==> src/rtl/fpu_ss_pkg.sv <==
// Shared types and constants for the FPU subsystem writeback path.
package fpu_ss_pkg;

  localparam int unsigned XIdWidth    = 4;
  localparam int unsigned HartIdWidth = 2;

  // Tag travelling with every FPU operation through fpnew.
  typedef struct packed {
    logic [4:0]             addr;
    logic                   rd_is_fp;
    logic [XIdWidth-1:0]    id;
    logic [HartIdWidth-1:0] core_id;
  } fpu_tag_t;

  // Metadata returned with every load/store response.
  typedef struct packed {
    logic [XIdWidth-1:0]    id;
    logic [4:0]             rd;
    logic                   we;
    logic [HartIdWidth-1:0] core_id;
  } mem_metadata_t;

  // One retired instruction reported back to the core.
  typedef struct packed {
    logic [HartIdWidth-1:0] hartid;
    logic [XIdWidth-1:0]    id;
    logic [31:0]            data;
    logic [4:0]             rd;
    logic                   we;
    logic [2:0]             ecswe;
    logic [5:0]             ecsdata;
    logic                   exc;
    logic [5:0]             exccode;
  } x_result_t;

  // Which producer owns the register-file write port this cycle.
  typedef enum logic [1:0] {WbNone, WbLsu, WbFpu} wb_src_e;

  parameter logic [5:0] EXC_LOAD_ACCESS_FAULT = 6'd5;
  parameter logic [5:0] ECS_FS_DIRTY          = 6'b001100;

  // ecswe bit that tells the core the FP state in mstatus.FS changed.
  localparam logic [2:0] ECS_WE_FS = 3'b010;

endpackage

==> src/rtl/fpu_ss_writeback_if.sv <==
// Bundle of the FPU, LSU, register-file and core-result signals of the writeback stage.
interface fpu_ss_writeback_if;
  import fpu_ss_pkg::*;

  logic          fpu_out_valid_i;
  logic          fpu_out_ready_o;
  logic [31:0]   fpu_result_i;
  fpu_tag_t      fpu_tag_i;
  logic [4:0]    fpu_status_i;
  logic          lsu_valid_i;
  mem_metadata_t lsu_meta_i;
  logic [31:0]   lsu_rdata_i;
  logic          lsu_err_i;
  logic          fpr_we_o;
  logic [4:0]    fpr_waddr_o;
  logic [31:0]   fpr_wdata_o;
  logic          fflags_we_o;
  logic [4:0]    fflags_o;
  logic          x_result_valid_o;
  logic          x_result_ready_i;
  x_result_t     x_result_o;
  logic          overflow_o;
  logic          busy_o;

  // Writeback stage side.
  modport slave (
    input  fpu_out_valid_i, fpu_result_i, fpu_tag_i, fpu_status_i,
    input  lsu_valid_i, lsu_meta_i, lsu_rdata_i, lsu_err_i,
    input  x_result_ready_i,
    output fpu_out_ready_o, fpr_we_o, fpr_waddr_o, fpr_wdata_o,
    output fflags_we_o, fflags_o, x_result_valid_o, x_result_o,
    output overflow_o, busy_o
  );

  // Surrounding subsystem side.
  modport master (
    output fpu_out_valid_i, fpu_result_i, fpu_tag_i, fpu_status_i,
    output lsu_valid_i, lsu_meta_i, lsu_rdata_i, lsu_err_i,
    output x_result_ready_i,
    input  fpu_out_ready_o, fpr_we_o, fpr_waddr_o, fpr_wdata_o,
    input  fflags_we_o, fflags_o, x_result_valid_o, x_result_o,
    input  overflow_o, busy_o
  );

endinterface

==> src/rtl/fpu_ss_result_fifo.sv <==
// In-order FIFO of results toward the core; push and pop may coincide even when full.
module fpu_ss_result_fifo
  import fpu_ss_pkg::*;
#(
  parameter int unsigned  Depth = 4,
  localparam int unsigned CntW  = $clog2(Depth + 1)
) (
  input  logic            clk_i,
  input  logic            rst_ni,
  input  logic            push_i,
  input  x_result_t       data_i,
  input  logic            pop_i,
  output x_result_t       data_o,
  output logic            valid_o,
  output logic [CntW-1:0] count_o
);

  localparam int unsigned     PtrW    = $clog2(Depth);
  localparam logic [PtrW-1:0] LastPtr = PtrW'(Depth - 1);
  localparam logic [CntW-1:0] FullCnt = CntW'(Depth);

  x_result_t       mem [Depth];
  logic [PtrW-1:0] wr_ptr_q, rd_ptr_q;
  logic [CntW-1:0] count_q;
  logic            do_push, do_pop;

  function automatic logic [PtrW-1:0] next_ptr(input logic [PtrW-1:0] p);
    return (p == LastPtr) ? '0 : p + 1'b1;
  endfunction

  // A pop frees the slot in the same cycle, so a full FIFO still takes a push alongside it.
  assign do_pop  = pop_i && (count_q != '0);
  assign do_push = push_i && ((count_q != FullCnt) || do_pop);

  // Entry storage.
  // NOTE: the data array has no reset; valid entries are tracked by count_q and the output is masked when empty.
  always_ff @(posedge clk_i) begin
    if (do_push) mem[wr_ptr_q] <= data_i;
  end

  // Pointers and occupancy.
  always_ff @(posedge clk_i or negedge rst_ni) begin
    if (!rst_ni) begin
      wr_ptr_q <= '0;
      rd_ptr_q <= '0;
      count_q  <= '0;
    end else begin
      if (do_push) wr_ptr_q <= next_ptr(wr_ptr_q);
      if (do_pop)  rd_ptr_q <= next_ptr(rd_ptr_q);
      if (do_push && !do_pop)      count_q <= count_q + CntW'(1);
      else if (do_pop && !do_push) count_q <= count_q - CntW'(1);
    end
  end

  assign valid_o = (count_q != '0);
  assign data_o  = valid_o ? mem[rd_ptr_q] : '0;
  assign count_o = count_q;

endmodule

==> src/rtl/fpu_ss_writeback.sv <==
// FPU subsystem writeback: arbitrates the FP register-file write port between
// unstallable load responses and FPU results, accumulates fflags and queues
// one result per retired instruction toward the core.
module fpu_ss_writeback
  import fpu_ss_pkg::*;
#(
  parameter int unsigned ResultDepth = 4
) (
  input logic               clk_i,
  input logic               rst_ni,
  fpu_ss_writeback_if.slave bus
);

  localparam int unsigned     CntW     = $clog2(ResultDepth + 1);
  localparam logic [CntW-1:0] FullCnt  = CntW'(ResultDepth);
  // FPU may only go while at least two slots are free: one for itself, one kept for a load.
  localparam logic [CntW-1:0] StallCnt = CntW'(ResultDepth - 1);

  wb_src_e         src;
  logic [CntW-1:0] count;
  logic            fifo_valid, fifo_pop, fpu_acc;
  logic            fpr_wr, ff_wr, ovf_set;
  logic [4:0]      fpr_addr, ff_val;
  logic [31:0]     fpr_data;
  x_result_t       push_res;

  logic            fpr_we_q, fflags_we_q, overflow_q;
  logic [4:0]      fpr_waddr_q, fflags_q;
  logic [31:0]     fpr_wdata_q;

  assign bus.fpu_out_ready_o = rst_ni && !bus.lsu_valid_i && (count < StallCnt);
  assign fpu_acc  = bus.fpu_out_valid_i && bus.fpu_out_ready_o;
  assign fifo_pop = fifo_valid && bus.x_result_ready_i;

  // Loads win the port unconditionally; the FPU only when it was granted.
  always_comb begin
    src = WbNone;
    if (bus.lsu_valid_i) src = WbLsu;
    else if (fpu_acc)    src = WbFpu;
  end

  // Build the register write and the core result for the accepted producer.
  // NOTE: every output of this block gets a default first, so no path leaves one unassigned and no latch is inferred.
  always_comb begin
    push_res = '0;
    fpr_wr   = 1'b0;
    fpr_addr = '0;
    fpr_data = '0;
    ff_wr    = 1'b0;
    ff_val   = '0;
    unique case (src)
      WbLsu: begin
        fpr_wr           = bus.lsu_meta_i.we && !bus.lsu_err_i;
        fpr_addr         = bus.lsu_meta_i.rd;
        fpr_data         = bus.lsu_rdata_i;
        push_res.hartid  = bus.lsu_meta_i.core_id;
        push_res.id      = bus.lsu_meta_i.id;
        push_res.rd      = bus.lsu_meta_i.rd;
        push_res.exc     = bus.lsu_err_i;
        push_res.exccode = bus.lsu_err_i ? EXC_LOAD_ACCESS_FAULT : '0;
      end
      WbFpu: begin
        fpr_wr          = bus.fpu_tag_i.rd_is_fp;
        fpr_addr        = bus.fpu_tag_i.addr;
        fpr_data        = bus.fpu_result_i;
        push_res.hartid = bus.fpu_tag_i.core_id;
        push_res.id     = bus.fpu_tag_i.id;
        push_res.rd     = bus.fpu_tag_i.addr;
        push_res.we     = !bus.fpu_tag_i.rd_is_fp;
        push_res.data   = bus.fpu_tag_i.rd_is_fp ? '0 : bus.fpu_result_i;
        ff_wr           = |bus.fpu_status_i;
        ff_val          = bus.fpu_status_i;
      end
      default: ;
    endcase
    if (fpr_wr) begin
      push_res.ecswe   = ECS_WE_FS;
      push_res.ecsdata = ECS_FS_DIRTY;
    end else begin
      fpr_addr = '0;
      fpr_data = '0;
    end
  end

  // A load arriving at a full FIFO with nothing leaving loses its result entry.
  assign ovf_set = (src == WbLsu) && (count == FullCnt) && !fifo_pop;

  // Register-file write port and fflags pulse, one cycle after acceptance.
  // NOTE: state is updated with non-blocking assignments so every register samples pre-edge values.
  always_ff @(posedge clk_i or negedge rst_ni) begin
    if (!rst_ni) begin
      fpr_we_q    <= 1'b0;
      fpr_waddr_q <= '0;
      fpr_wdata_q <= '0;
      fflags_we_q <= 1'b0;
      fflags_q    <= '0;
    end else begin
      fpr_we_q    <= fpr_wr;
      fpr_waddr_q <= fpr_addr;
      fpr_wdata_q <= fpr_data;
      fflags_we_q <= ff_wr;
      fflags_q    <= ff_val;
    end
  end

  // Sticky overflow flag, cleared only by reset.
  always_ff @(posedge clk_i or negedge rst_ni) begin
    if (!rst_ni)      overflow_q <= 1'b0;
    else if (ovf_set) overflow_q <= 1'b1;
  end

  fpu_ss_result_fifo #(
    .Depth (ResultDepth)
  ) u_result_fifo (
    .clk_i   (clk_i),
    .rst_ni  (rst_ni),
    .push_i  (src != WbNone),
    .data_i  (push_res),
    .pop_i   (fifo_pop),
    .data_o  (bus.x_result_o),
    .valid_o (fifo_valid),
    .count_o (count)
  );

  assign bus.x_result_valid_o = fifo_valid;
  assign bus.fpr_we_o         = fpr_we_q;
  assign bus.fpr_waddr_o      = fpr_waddr_q;
  assign bus.fpr_wdata_o      = fpr_wdata_q;
  assign bus.fflags_we_o      = fflags_we_q;
  assign bus.fflags_o         = fflags_q;
  assign bus.overflow_o       = overflow_q;
  assign bus.busy_o           = fifo_valid || fpr_we_q;

endmodule

==> src/flat_wrapper.sv <==
// flat-port wrapper written by rule: the top's interface ports become plain ports
module fpu_ss_writeback_flat import fpu_ss_pkg::*;
#(
  parameter int unsigned ResultDepth = 4
)
  (clk_i, rst_ni, bus_fpu_out_valid_i, bus_fpu_result_i, bus_fpu_tag_i, bus_fpu_status_i, bus_lsu_valid_i, bus_lsu_meta_i, bus_lsu_rdata_i, bus_lsu_err_i, bus_x_result_ready_i, bus_fpu_out_ready_o, bus_fpr_we_o, bus_fpr_waddr_o, bus_fpr_wdata_o, bus_fflags_we_o, bus_fflags_o, bus_x_result_valid_o, bus_x_result_o, bus_overflow_o, bus_busy_o);
  fpu_ss_writeback_if bus_i ();
  input logic clk_i;
  input logic rst_ni;
  input wire logic [$bits(bus_i.fpu_out_valid_i)-1:0] bus_fpu_out_valid_i;
  input wire logic [$bits(bus_i.fpu_result_i)-1:0] bus_fpu_result_i;
  input wire logic [$bits(bus_i.fpu_tag_i)-1:0] bus_fpu_tag_i;
  input wire logic [$bits(bus_i.fpu_status_i)-1:0] bus_fpu_status_i;
  input wire logic [$bits(bus_i.lsu_valid_i)-1:0] bus_lsu_valid_i;
  input wire logic [$bits(bus_i.lsu_meta_i)-1:0] bus_lsu_meta_i;
  input wire logic [$bits(bus_i.lsu_rdata_i)-1:0] bus_lsu_rdata_i;
  input wire logic [$bits(bus_i.lsu_err_i)-1:0] bus_lsu_err_i;
  input wire logic [$bits(bus_i.x_result_ready_i)-1:0] bus_x_result_ready_i;
  output wire logic [$bits(bus_i.fpu_out_ready_o)-1:0] bus_fpu_out_ready_o;
  output wire logic [$bits(bus_i.fpr_we_o)-1:0] bus_fpr_we_o;
  output wire logic [$bits(bus_i.fpr_waddr_o)-1:0] bus_fpr_waddr_o;
  output wire logic [$bits(bus_i.fpr_wdata_o)-1:0] bus_fpr_wdata_o;
  output wire logic [$bits(bus_i.fflags_we_o)-1:0] bus_fflags_we_o;
  output wire logic [$bits(bus_i.fflags_o)-1:0] bus_fflags_o;
  output wire logic [$bits(bus_i.x_result_valid_o)-1:0] bus_x_result_valid_o;
  output wire logic [$bits(bus_i.x_result_o)-1:0] bus_x_result_o;
  output wire logic [$bits(bus_i.overflow_o)-1:0] bus_overflow_o;
  output wire logic [$bits(bus_i.busy_o)-1:0] bus_busy_o;
  assign bus_i.fpu_out_valid_i = bus_fpu_out_valid_i;
  assign bus_i.fpu_result_i = bus_fpu_result_i;
  assign bus_i.fpu_tag_i = bus_fpu_tag_i;
  assign bus_i.fpu_status_i = bus_fpu_status_i;
  assign bus_i.lsu_valid_i = bus_lsu_valid_i;
  assign bus_i.lsu_meta_i = bus_lsu_meta_i;
  assign bus_i.lsu_rdata_i = bus_lsu_rdata_i;
  assign bus_i.lsu_err_i = bus_lsu_err_i;
  assign bus_i.x_result_ready_i = bus_x_result_ready_i;
  assign bus_fpu_out_ready_o = bus_i.fpu_out_ready_o;
  assign bus_fpr_we_o = bus_i.fpr_we_o;
  assign bus_fpr_waddr_o = bus_i.fpr_waddr_o;
  assign bus_fpr_wdata_o = bus_i.fpr_wdata_o;
  assign bus_fflags_we_o = bus_i.fflags_we_o;
  assign bus_fflags_o = bus_i.fflags_o;
  assign bus_x_result_valid_o = bus_i.x_result_valid_o;
  assign bus_x_result_o = bus_i.x_result_o;
  assign bus_overflow_o = bus_i.overflow_o;
  assign bus_busy_o = bus_i.busy_o;
  fpu_ss_writeback #(.ResultDepth(ResultDepth)) u_core (.clk_i(clk_i), .rst_ni(rst_ni), .bus(bus_i));
endmodule
==> config.mk <==
export PLATFORM = sky130hd
export DESIGN_NAME = fpu_ss_writeback_flat
export DESIGN_NICKNAME = d
export VERILOG_FILES = /design/src/rtl/fpu_ss_pkg.sv /design/src/rtl/fpu_ss_writeback_if.sv /design/src/rtl/fpu_ss_result_fifo.sv /design/src/rtl/fpu_ss_writeback.sv /design/src/flat_wrapper.sv
export SDC_FILE = /design/constraint.sdc
export NUM_CORES = 1
export LEC_CHECK = 0
export ABC_CLOCK_PERIOD_IN_PS = 4600
export BUFFER_PORTS_ARGS = -buffer_cell sky130_fd_sc_hd__buf_2
export CAP_MARGIN = 15
export CORE_MARGIN = 5
export CORE_UTILIZATION = 30
export DETAILED_ROUTE_END_ITERATION = 12
export PLACE_DENSITY = 0.49
export SETUP_SLACK_MARGIN = 0.15
export SLEW_MARGIN = 10
export SYNTH_ARGS = -nofsm -noshare
export SYNTH_HDL_FRONTEND = slang
export SYNTH_HIERARCHICAL = 1
export SYNTH_SLANG_ARGS = --single-unit
==> constraint.sdc <==
create_clock -name clk_i -period 4.6 [get_ports clk_i]
set_clock_uncertainty 0.15 [all_clocks]
set_input_delay 0.69 -clock clk_i [delete_from_list [all_inputs] [get_ports clk_i]]
set_output_delay 0.69 -clock clk_i [all_outputs]
set_load 0.05 [all_outputs]
-- After elaboration in Yosys (flattened, before gate mapping)
Memory sizes are Yosys's and may differ from the RTL's.
Cells that the tools add are included.
- $add $sub $neg: 4
- multiplexer cells: 23
- order comparisons: 1
- reductions and logical operators: 23
- eq/ne operators: 6
- operators by type and width (kind ; number):
    $mux 32 ; 3
    $pmux 32 s2 ; 1
    $mux 60 ; 1
    $pmux 6 s2 ; 1
    $logic_and 1x1->1 ; 11
    $mux 5 ; 2
    $pmux 5 s2 ; 1
    $mux 3 ; 3
    $mux 2 ; 4
    $mux 8 ; 1
    $mux 7 ; 1
    $eq 2x2->1 const B ; 3
    $logic_not 1->1 ; 6
    $reduce_or 5->1 ; 1
    $add 2x1->2 const B ; 2
    $mux 1 ; 4
    $reduce_bool 2->1 ; 2
    $add 3x1->3 const B ; 1
    $eq 3x3->1 const B ; 1
    $lt 3x2->1 const B ; 1
    $ne 3x3->1 const B ; 1
    $reduce_bool 3->1 ; 1
    $sub 3x1->3 const B ; 1
    $eq 2x1->1 const B ; 1
    other kinds (2) ; 3
- bits in writable memories: 236
- memories kept: 1
- register bits: 52
- input port bits: 99
- logic and storage cells: 67
- output and inout bits: 108
- memory list (memory ; words ; bits a word ; read ports ; clocked after Yosys merged registers in ; wr ports ; RTL line ; text):
    u_core.u_result_fifo.mem ; 4 ; 59 ; 1 ; 0 ; 1 ; fpu_ss_result_fifo.sv:22 ; x_result_t mem [Depth];

-- Longest topological paths before layout
Gate-level depths: netlist of the first run.
- word-level depth: 12
- gate-level depth with buffers: 11
- gate-level depth less buffers: 10

-- Modules after synthesis
The synthesis of the first run kept the hierarchy.
- modules (own cells, without submodules) (module ; instances ; sequential area each (µm²) ; area each (µm²) ; cells each):
    fpu_ss_result_fifo ; 1 ; 7382.1 ; 9559.2 ; 417
    fpu_ss_writeback ; 1 ; 1126.1 ; 2333.5 ; 247

-- Worst setup path before layout of the first run
OpenSTA, ideal clock, no wires.
- kind: register -> register
- from: register u_core.u_result_fifo.count_q[0], in the netlist u_core/u_result_fifo/count_o[0]
- to: memory u_core/u_result_fifo/mem[0][0] in the netlist's numbering (enable)
- period minus slack after synthesis: 3869 ps
- cell stages (with the launch flop): 7
- arrival: 3295 ps
- library setup time: 424 ps
- setup slack: 731 ps
- buffers on the path: 2
- data required time: 4026 ps
- cells stage by stage: dfrtp_1 > or3_1 > buf_2 > clkbuf_1 > and2_1 > o41a_1 > and2_1
- elaborated cells between the ends (all ways): 14
- classes of those cells: order compare (1); eq/ne (1); mux (4); reduce/logical (8)
- RTL lines (element ; RTL line ; text):
    start, declared ; fpu_ss_result_fifo.sv:24 ; logic [CntW-1:0] count_q;
    start signal, assigned ; fpu_ss_result_fifo.sv:50 ; if (do_push && !do_pop) count_q <= count_q + CntW'(1);
    start signal, assigned ; fpu_ss_result_fifo.sv:51 ; else if (do_pop && !do_push) count_q <= count_q - CntW'(1);
    $reduce_bool 3->1 ; fpu_ss_result_fifo.sv:55 ; assign valid_o = (count_q != '0);
    via bus_x_result_valid_o ; flat_wrapper.sv:25 ; output wire logic [$bits(bus_i.x_result_valid_o)-1:0] bus_x_result_valid_o;
    $logic_and 1x1->1 ; fpu_ss_writeback.sv:33 ; assign fifo_pop = fifo_valid && bus.x_result_ready_i;
    via u_core.fifo_pop ; fpu_ss_writeback.sv:21 ; logic fifo_valid, fifo_pop, fpu_acc;
    $logic_and 1x1->1 ; fpu_ss_result_fifo.sv:32 ; assign do_pop = pop_i && (count_q != '0);
    $logic_or 1x1->1 ; fpu_ss_result_fifo.sv:33 ; assign do_push = push_i && ((count_q != FullCnt) || do_pop);
    $logic_and 1x1->1 ; fpu_ss_result_fifo.sv:33 ;
    via u_core.u_result_fifo.do_push ; fpu_ss_result_fifo.sv:25 ; logic do_push, do_pop;
    $mux 1 ; fpu_ss_result_fifo.sv:38 ; if (do_push) mem[wr_ptr_q] <= data_i;
    $mux 1 (implied by the code) ; fpu_ss_result_fifo.sv:38 ;
    end, declared ; fpu_ss_result_fifo.sv:22 ;
The timed path passes the listed nets, and every way through them passes these cells.

-- Worst setup path after layout of the first run
- from: register u_core.u_result_fifo.rd_ptr_q[0]
- to: output port bus_x_result_o[35]
- longest elaborated chain between the ends: 2
- ends and longest elaborated chain (element ; RTL line ; text):
    start, declared ; fpu_ss_result_fifo.sv:23 ; logic [PtrW-1:0] wr_ptr_q, rd_ptr_q;
    start signal, assigned ; fpu_ss_result_fifo.sv:49 ; if (do_pop) rd_ptr_q <= next_ptr(rd_ptr_q);
    $mem_v2 4x59 ; -- ;
    $mux 60 ; fpu_ss_result_fifo.sv:56 ; assign data_o = valid_o ? mem[rd_ptr_q] : '0;
    end, declared ; flat_wrapper.sv:26 ; output wire logic [$bits(bus_i.x_result_o)-1:0] bus_x_result_o;
Every way passes these cells.

==> run summary, run 1 <==
WP buf/inv -> 2
EDFF count, synth -> 240
Placeable core area -> 39460 um^2
Leakage -> 5.766 nW
RR Endpoint -> u_core/u_result_fifo/count_o[1]
Synthesized flop and latch total -> 292
Starting Density -> 30.14%
DR WL/cell -> 20.35 um
Nets -> 1019
Status -> completed
Crit Path Max Fanout -> 21
Synthesis Warnings -> 6
Most frequent cells in the layout -> 240 x edfxtp_1, 206 x buf_2, 105 x and2_1
Vias/cell -> 4.506
Critical path cell sequence -> buf_4 -> mux4_2 -> and2_1 -> buf_2
Worst setup path endpoint -> bus_x_result_o[35]
DRC violations left -> 0
Post-route cell area -> 14700 um^2
WL final -> 29.78 mm
Ys async rst share -> 17.81%
Via count -> 6592
Sink Count -> 292
Port bufs -> 206
Levels on crit path -> 4
Worst path slowest cell -> dfrtp_4
Setup crit end kind -> primary output
Post-CTS setup buffers -> 0
Synth area leader -> edfxtp_1
P&R area growth vs syn -> 23.62%
Layout cell share with drive strength beyond 1 -> 37.74%
# hold bufs at CTS -> 0
Cts repair resizes -> 0
Final setup viols -> 0
Die area -> 43720 um^2
Die X -> 209.1 um
Row count -> 73
Final Cycle Share -> 75.56%
Final min period -> 3.476 ns
Top cells by area, synth -> edfxtp_1 61%, mux4_2 11%, dfrtp_1 11%, and2_1 5.7%, nand4_1 1.7%
Highest Clock Rate -> 287.7 MHz
Dpl hpwl -> 18.89 mm
FF-to-FF path depth -> 7
Vias in the first global route -> 7377
RR Startpoint -> u_core/u_result_fifo/count_o[1]
Mapped Area -> 11890 um^2
Most common cell after layout, fill and taps aside -> edfxtp_1
Syn Inst Count -> 664
Avg Cell Area, Syn -> 17.91 um^2
Worst EP required -> 3.76 ns
# fillers -> 3746
Final Max Tran Viols -> 0
Synth Flop Type -> edfxtp_1
Reg2reg setup slack -> 1.67 ns
H-tree Lvls -> 2
Setup TNS -> 0 ns
Clock buffer count from CTS -> 34
MaxCap Viol Count -> 0
Cell Pwr Density -> 689.7 nW/um^2
Worst-Margin Slew -> 0.9644 ns
Detail Route Antenna Nets -> 0
Initial antenna violation count -> 3
Seq/Total Area, Yosys -> 71.54%
Crit path DAT -> 2.64 ns
Longest Clk Path Bufs -> 3
RSZ-0062 raised after global routing -> no
Clk slew on worst S/H paths -> 0.06 ns
Io pins -> 207
Post-synth top area share -> 60.60%
Antenna diodes -> 0
Initial drt markers -> 313
Synth unique cells -> 37
Worst Setup Start Kind -> flip-flop
Root Buffer -> clkbuf_16
Worst min path class -> input port to asynchronous set/reset pin
Pin count of the biggest net entering global routing -> 64
First-pass GRT wire length -> 45.91 mm
Die height -> 209.1 um
Grt total ovfl -> 0
CTS tree -> yes
GP Congestion -> 0.7573
CP top delay family -> flip-flops
Kind of critical path -> flip-flop to primary output
Peak VDD IR -> 0.4682 mV
Clock Latency Late Sink -> 0.49 ns
Delay of the slowest cell on the worst path -> 0.70 ns
Gr usage total -> 13.57%
Area after DPL -> 13580 um^2
Final Hold Fails -> 0
Worst slew margin -> 35.71%
Crit. Startpoint -> u_core/u_result_fifo/rd_ptr_q[0]
Drt pass-1 iters -> 4
worst min path at each step:
| stage | slack, ns | endpoint | cells past startpoint | start |
|---|---|---|---|---|
| after CTS | 0.24 | u_core/bus.fflags_o[3] | 2 | bus_fpu_status_i[3] |
| after floorplan | 0.24 | u_core/bus.fflags_o[0] | 0 | rst_ni |
| after global placement | 0.32 | u_core/bus.overflow_o | 2 | u_core/bus.overflow_o |
| final | 0.24 | u_core/bus.fflags_o[3] | 2 | rst_ni |
| after global routing | 0.27 | u_core/bus.fflags_o[3] | 2 | bus_fpu_status_i[3] |
| after detailed placement | 0.33 | u_core/bus.overflow_o | 2 | u_core/bus.overflow_o |
registers in the layout, summed over array words and instances, names as in the netlist:
name	cells
u_core/bus.fflags_o	5
u_core/bus.fpr_waddr_o	5
u_core/bus.fpr_we_o	1
u_core/u_result_fifo/rd_ptr_q	2
u_core/u_result_fifo/mem	240
u_core/u_result_fifo/wr_ptr_q	2
u_core/bus.fpr_wdata_o	32
u_core/u_result_fifo/count_o	3
u_core/bus.fflags_we_o	1
u_core/bus.overflow_o	1
power breakdown:
group          switching, W  leakage (nW)  internal (W)
Combinational       0.00258          2.17       0.00121
Sequential         0.000297          3.04       0.00337
Clock               0.00102         0.552       0.00167
Total               0.00389          5.77       0.00625
logic make-up (layout without fill, tap and decap cells):
family / after synthesis / in the layout / share of synthesized area, %
DFF: 292 / 292 / 71.54
and+or+nand+nor: 191 / 191 / 9.290
muxes: 65 / 65 / 11.90
buffers and inverters: 57 / 292 / 3.272
AOI/OAI and AO/OA: 48 / 48 / 2.946
adders and majority gates: 7 / 7 / 0.7996
xor gates and xnor gates: 3 / 3 / 0.2210
other: 1 / 40 / 0.03153
through the flow:
stage | total power [W] | utilization, % | hold slack, ns | std cells | setup WS [ns]
after floorplan | 0.006609 | - | 0.2444 | 703 | 0.7306
after global placement | 0.007601 | 34.41 | 0.3237 | 1402 | 1.110
after detailed placement | 0.007616 | 34.41 | 0.3257 | 1402 | 1.072
after CTS | 0.01035 | 37.26 | 0.2416 | 1463 | 1.025
after global routing | 0.01066 | 37.26 | 0.2705 | 1463 | 0.9233
final | 0.01014 | 37.26 | 0.2426 | 1463 | 1.124
layer usage:
| layer | share of wire [%] | track usage (%) | up-vias |
|---|---|---|---|
| met5 | 0 | 0 | - |
| met4 | 1.7 | 2.970 | 0 |
| met3 | 5.2 | 2.852 | 44 |
| met2 | 48 | 22.06 | 159 |
| met1 | 45 | 18.96 | 3380 |
| li1 | - | - | 3009 |
layout make-up:
class                           count  area [um^2]  area share, %
Clock inverter                     15        177.7          1.209
Clock buffer                       46        947.2          6.443
Timing Repair Buffer              220         1199          8.153
Sequential cell                   292         8516          57.92
Tap cell                          525        656.9          4.468
Inverter                           11        41.29         0.2809
Multi-Input combinational cell    354         3164          21.52
cells in the mapped netlist, drive strengths merged (2+ instances only):
cell and number:
a21oi 33, a22o 6, mux2 5, and2 109
edfxtp 240, buf 38, xnor2 2, ha 6
inv 11, dfrtp 52, or2 2, nand2 34
nor2 8, a41oi 6, nand4 32, clkbuf 8
mux4 60
worst register-to-register path: stages (launching register included):
cell and delay (ns):
dfrtp_1 0.47, or3_2 0.52, and2_1 0.20, o41a_1 0.46
ha_1 0.29, inv_1 0.07, fa_1 0.40, mux2_2 0.26
No activity file was read; power rests on OpenSTA's default activity.
==> run 2: changes to the inputs <==
- ABC_CLOCK_PERIOD_IN_PS: 4600 -> 3520
- clock period: 4.6 -> 3.52 ns (I/O delays scaled with it)
==> run 2 against run 1 <==
Compared with the run above:
- clock-buffer cell count fell by 3
- die area unchanged
- sequential cell count unchanged
- combinational power is 37% higher
- global-route usage up 0.090 points
- non-clock buffer count up 13
- sequential power rose by 28%
- worst setup slack worse by 0.75 ns
- critical path depth unchanged
- final area grew 1.3%
- sequential share of layout area fell by 0.76 points
- clock power is 34% higher
- critical path type unchanged
- largest cell class unchanged
- largest power group unchanged
==> run summary, run 2 (synthesis gave the netlist of run 1 again) <==
Detail Route Antenna Nets -> 0
Dpl hpwl -> 19.52 mm
RSZ-0062 raised after global routing -> no
First-pass GRT wire length -> 45.93 mm
Sink Count -> 292
Final Hold Fails -> 0
Vias/cell -> 4.490
Worst min path class -> input port to asynchronous set/reset pin
Setup crit end kind -> primary output
Die area -> 43720 um^2
Comb pwr share -> 38.4%
Final setup viols -> 0
Worst-Margin Slew -> 0.8006 ns
Vias in the first global route -> 7202
Placeable core area -> 39460 um^2
Final min period -> 3.145 ns
Highest Clock Rate -> 317.9 MHz
Multi-input logic area -> 3164 um^2
Port bufs -> 206
Reg power frac -> 34.8%
GP Congestion -> 0.7362
Post-CTS setup buffers -> 0
P&R area growth vs syn -> 25.27%
Most frequent cells in the layout -> 240 x edfxtp_1, 206 x buf_2, 105 x and2_1
Clk pwr share -> 26.7%
Starting Density -> 30.14%
Initial drt markers -> 337
Layout cell share with drive strength beyond 1 -> 38.89%
Cts repair resizes -> 0
Nets -> 1033
WL final -> 30.40 mm
Setup TNS -> 0 ns
Most common cell after layout, fill and taps aside -> edfxtp_1
Worst Setup Start Kind -> flip-flop
Final Cycle Share -> 89.36%
CTS tree -> yes
Final Max Tran Viols -> 0
Grt total ovfl -> 0
Initial antenna violation count -> 3
Leakage -> 5.853 nW
Cell Pwr Density -> 904.2 nW/um^2
# hold bufs at CTS -> 0
Sequential cell area -> 8516 um^2
Worst slew margin -> 46.63%
Die X -> 209.1 um
Worst EP required -> 2.84 ns
Fin cells -> 1481
Placed cells -> 1415
DRC violations left -> 0
Row count -> 73
Clock Latency Late Sink -> 0.50 ns
Kind of critical path -> flip-flop to primary output
Crit Path Max Fanout -> 42
Status -> completed
Via count -> 6649
Internal -> 0.008244 W
Max reg flops -> 240
Die height -> 209.1 um
P_sw -> 0.005227 W
Longest Clk Path Bufs -> 3
Clk slew on worst S/H paths -> 0.06 ns
Pin count of the biggest net entering global routing -> 64
Gr usage total -> 13.66%
Switching power share of the total -> 38.80%
Peak VDD IR -> 0.5077 mV
Drt pass-1 iters -> 5
Delay of the slowest cell on the worst path -> 0.91 ns
MaxCap Viol Count -> 0
Worst path slowest cell -> dfrtp_4
Clock buffer count from CTS -> 35
Crit path DAT -> 2.47 ns
Critical path cell sequence -> buf_4 -> mux4_2 -> and2_1 -> buf_2
Biggest register -> u_core/u_result_fifo/mem
Io pins -> 207
# fillers -> 3812
H-tree Lvls -> 2
DR WL/cell -> 20.53 um
Root Buffer -> clkbuf_16
run 2: cell count changes in the layout (fill, tap and decap cells not counted), sizes merged:
| cell | delta |
|---|---|
| clkinvlp | +3 |
| buf | +13 |
| clkbuf | -3 |
| clkinv | +3 |
| diode | +2 |
run 2: worst max-delay path, delay by kind of cell, from the launching register on:
family	cells	cell delay, ns
AND/OR/NAND/NOR	1	0.18
flip-flops	1	0.91
buffers and inverters	2	0.53
multiplexers	1	0.32
run 2: metrics by stage:
stage | util, % | setup WS, ns | cell area (um^2) | power (W) | hold WS (ns)
after detailed placement | 34.78 | 0.4341 | 13720 | 0.01009 | 0.3260
after global routing | 37.74 | 0.2345 | 14890 | 0.01415 | 0.06997
after global placement | 34.78 | 0.4526 | 13720 | 0.01006 | 0.3349
final | 37.76 | 0.3746 | 14900 | 0.01347 | 0.08289
after CTS | 37.74 | 0.2941 | 14890 | 0.01377 | 0.06609
after floorplan | - | 0.2915 | 12040 | 0.008618 | 0.08241
run 2: worst paths after layout:
path	start	to	slack [ns]	cells after the start
max	u_core/u_result_fifo/rd_ptr_q[1]	bus_x_result_o[25]	0.37	4
max reg2reg	u_core/u_result_fifo/count_o[0]	u_core/u_result_fifo/count_o[2]	0.59	10
max in group asynchronous	rst_ni	u_core/u_result_fifo/rd_ptr_q[1]	2.54	2
min in group clk_i	bus_fpu_status_i[0]	u_core/bus.fflags_o[0]	0.09	2
min reg2reg	u_core/bus.overflow_o	u_core/bus.overflow_o	0.34	2
min	rst_ni	u_core/bus.fpr_wdata_o[22]	0.08	2
run 2: layout make-up:
type | instances | share of cell area [%]
multi-input combinational | 354 | 21.24
clock inverter | 21 | 1.696
clock buffer | 43 | 6.148
tap | 525 | 4.409
timing repair buffer | 233 | 9.037
sequential | 292 | 57.16
inverter | 11 | 0.2771
antenna | 2 | 0.03359
run 2: metal layers:
| layer | track usage [%] | wire, um |
|---|---|---|
| met2 | 22.79 | 14950 |
| met1 | 18.55 | 13370 |
| met3 | 3.048 | 1598 |
| met5 | 0 | 11 |
| met4 | 2.813 | 471 |
run 2: power by group through the flow:
stage	clock (W)	combinational, W	sequential [W]
finish	0.00360	0.00517	0.00469
detailed placement	0	0.00531	0.00478
global route	0.00387	0.00552	0.00475
global placement	0	0.00530	0.00477
CTS	0.00374	0.00532	0.00471
floorplan	0	0.00396	0.00466
==> run 3: changes to the inputs <==
- ABC_CLOCK_PERIOD_IN_PS: 3520 -> 2950
- clock period: 3.52 -> 2.95 ns (I/O delays scaled with it)
==> run 3 against run 2 <==
Compared with the run above:
- the run now ends with hold timing left
- sequential share of layout area is 0.76 points lower
- register-to-register slack worse by 0.34 ns
- via count is 1.0% higher
- sequential power is 17% higher
- clock-buffer cell count is 1 higher
- core utilization is 0.52 points higher
- clock power is 11% higher
- total power is 22% higher
==> run summary, run 3 (synthesis gave the netlist of run 1 again) <==
Port bufs -> 206
DR WL/cell -> 20.63 um
Clock Latency Late Sink -> 0.49 ns
Final min period -> 2.761 ns
First-pass GRT wire length -> 46.20 mm
Crit Path Max Fanout -> 6
Clock buffer count from CTS -> 34
Area after DPL -> 13610 um^2
Crit path DAT -> 2.17 ns
# fillers -> 3807
Row count -> 73
Worst Setup Start Kind -> flip-flop
Initial antenna violation count -> 1
Crit. Startpoint -> u_core/u_result_fifo/rd_ptr_q[0]
CTS tree -> yes
Final Max Tran Viols -> 0
Reg2reg setup slack -> 0.25 ns
Die area -> 43720 um^2
Nets -> 1043
Detail Route Antenna Nets -> 0
Antenna diodes -> 0
Final hold slack -> -0.007259 ns
Grt total ovfl -> 0
Cell Pwr Density -> 1090 nW/um^2
Pin count of the biggest net entering global routing -> 64
Longest Clk Path Bufs -> 3
Final Hold Fails -> 5
Status -> finished, violations left
Drt pass-1 iters -> 4
Kind of critical path -> flip-flop to primary output
Most frequent cells in the layout -> 240 x edfxtp_1, 171 x buf_2, 104 x and2_1
Vias in the first global route -> 7282
Final Cycle Share -> 93.59%
Io pins -> 207
Die height -> 209.1 um
Post-layout util -> 38.28%
Vias/cell -> 4.527
Via count -> 6718
Biggest register -> u_core/u_result_fifo/mem
Most common cell after layout, fill and taps aside -> edfxtp_1
GP Congestion -> 0.7577
Worst-Margin Slew -> 1.027 ns
Dpl hpwl -> 18.38 mm
DRC violations left -> 0
Placeable core area -> 39460 um^2
MaxCap Viol Count -> 0
RSZ-0062 raised after global routing -> yes
Starting Density -> 30.14%
Layout cell share with drive strength beyond 1 -> 38.79%
RR Startpoint -> u_core/u_result_fifo/count_o[0]
H-tree Lvls -> 2
Peak VDD IR -> 0.5742 mV
Gr usage total -> 13.81%
Post-route cell area -> 15100 um^2
Failing checks -> hold timing
Sink Count -> 292
Worst min path class -> input port to asynchronous set/reset pin
Die X -> 209.1 um
Initial drt markers -> 360
WL final -> 30.62 mm
Setup crit end kind -> primary output
Setup TNS -> 0 ns
Highest Clock Rate -> 362.2 MHz
P&R area growth vs syn -> 27.00%
Leakage -> 5.924 nW
Worst slew margin -> 31.53%
Clk slew on worst S/H paths -> 0.06 ns
Max reg flops -> 240
Root Buffer -> clkbuf_16
Worst EP required -> 2.36 ns
Final setup viols -> 0
## run 3: cell types whose count changed in the layout (fill, tap and decap cells not counted), moves of 4 or more
cell           before  now
buf_2             206  171
buf_4              18   41
buf_6               0   14
clkinv_1            3    8
clkinv_2            6    2
clkinvlp_4          4    0
dlygate4sd3_1       0    4
## run 3: timing repair
item / in CTS / in global routing
pin swaps: 0 / 1
endpoints found under the setup margin: 63 / 71
endpoints found under the hold margin: 4 / 0
hold buffers: 4 / 0
buffers inserted: 13 / 0
gates resized for setup: 36 / 39
cloned: 2 / 2
## run 3: per-stage QoR
| step | cells | hold slack [ns] | power (W) | setup WS [ns] |
|---|---|---|---|---|
| floorplan | 703 | -0.003091 | 0.01032 | 0.08381 |
| global placement | 1405 | 0.3201 | 0.01195 | 0.1580 |
| detailed placement | 1405 | 0.3022 | 0.01197 | 0.1381 |
| CTS | 1482 | 0.005182 | 0.01657 | 0.1386 |
| global route | 1484 | 0.01331 | 0.01730 | 0.1160 |
| finish | 1484 | -0.007259 | 0.01646 | 0.1892 |
## run 3: layout make-up
class	instances	area [um^2]	share of cell area (%)
clock buffers	44	919.6	6.089
clock inverters	14	138.9	0.9196
inverters	11	41.29	0.2734
multi-input cells	354	3169	20.98
flip-flops and latches	292	8518	56.40
well taps	525	656.9	4.349
repair buffers	244	1659	10.99
## run 3: per-layer routing
metal / vias to the layer above / track usage (%) / routed length (um)
met5: - / 0 / 20
met4: 2 / 3.060 / 493
met3: 37 / 3.093 / 1700
met2: 180 / 22.84 / 15060
met1: 3444 / 18.80 / 13350
li1: 3055 / - / -
## run 3: report_power, final
| part | switching, W | internal, W |
|---|---|---|
| clock network | 0.00155 | 0.00245 |
| registers | 0.000208 | 0.00529 |
| logic | 0.00447 | 0.00250 |
## run 3: path summary, 6_finish.rpt
check | endpoint | cells after the start
max in group asynchronous | u_core/u_result_fifo/rd_ptr_q[0] | 2
min in group clk_i | u_core/bus.fflags_o[2] | 2
hold / removal | u_core/bus.fflags_o[2] | 2
hold reg to reg | u_core/bus.overflow_o | 2
setup reg to reg | u_core/u_result_fifo/mem[3][48] | 7
setup / recovery | bus_x_result_o[15] | 5
## run 3: worst max-delay path, stage by stage, from the launching register on
cell and delay, ns:
dfrtp_4 0.44, buf_8 0.17, buf_6 0.15, mux4_2 0.53
and2_1 0.18, buf_2 0.21
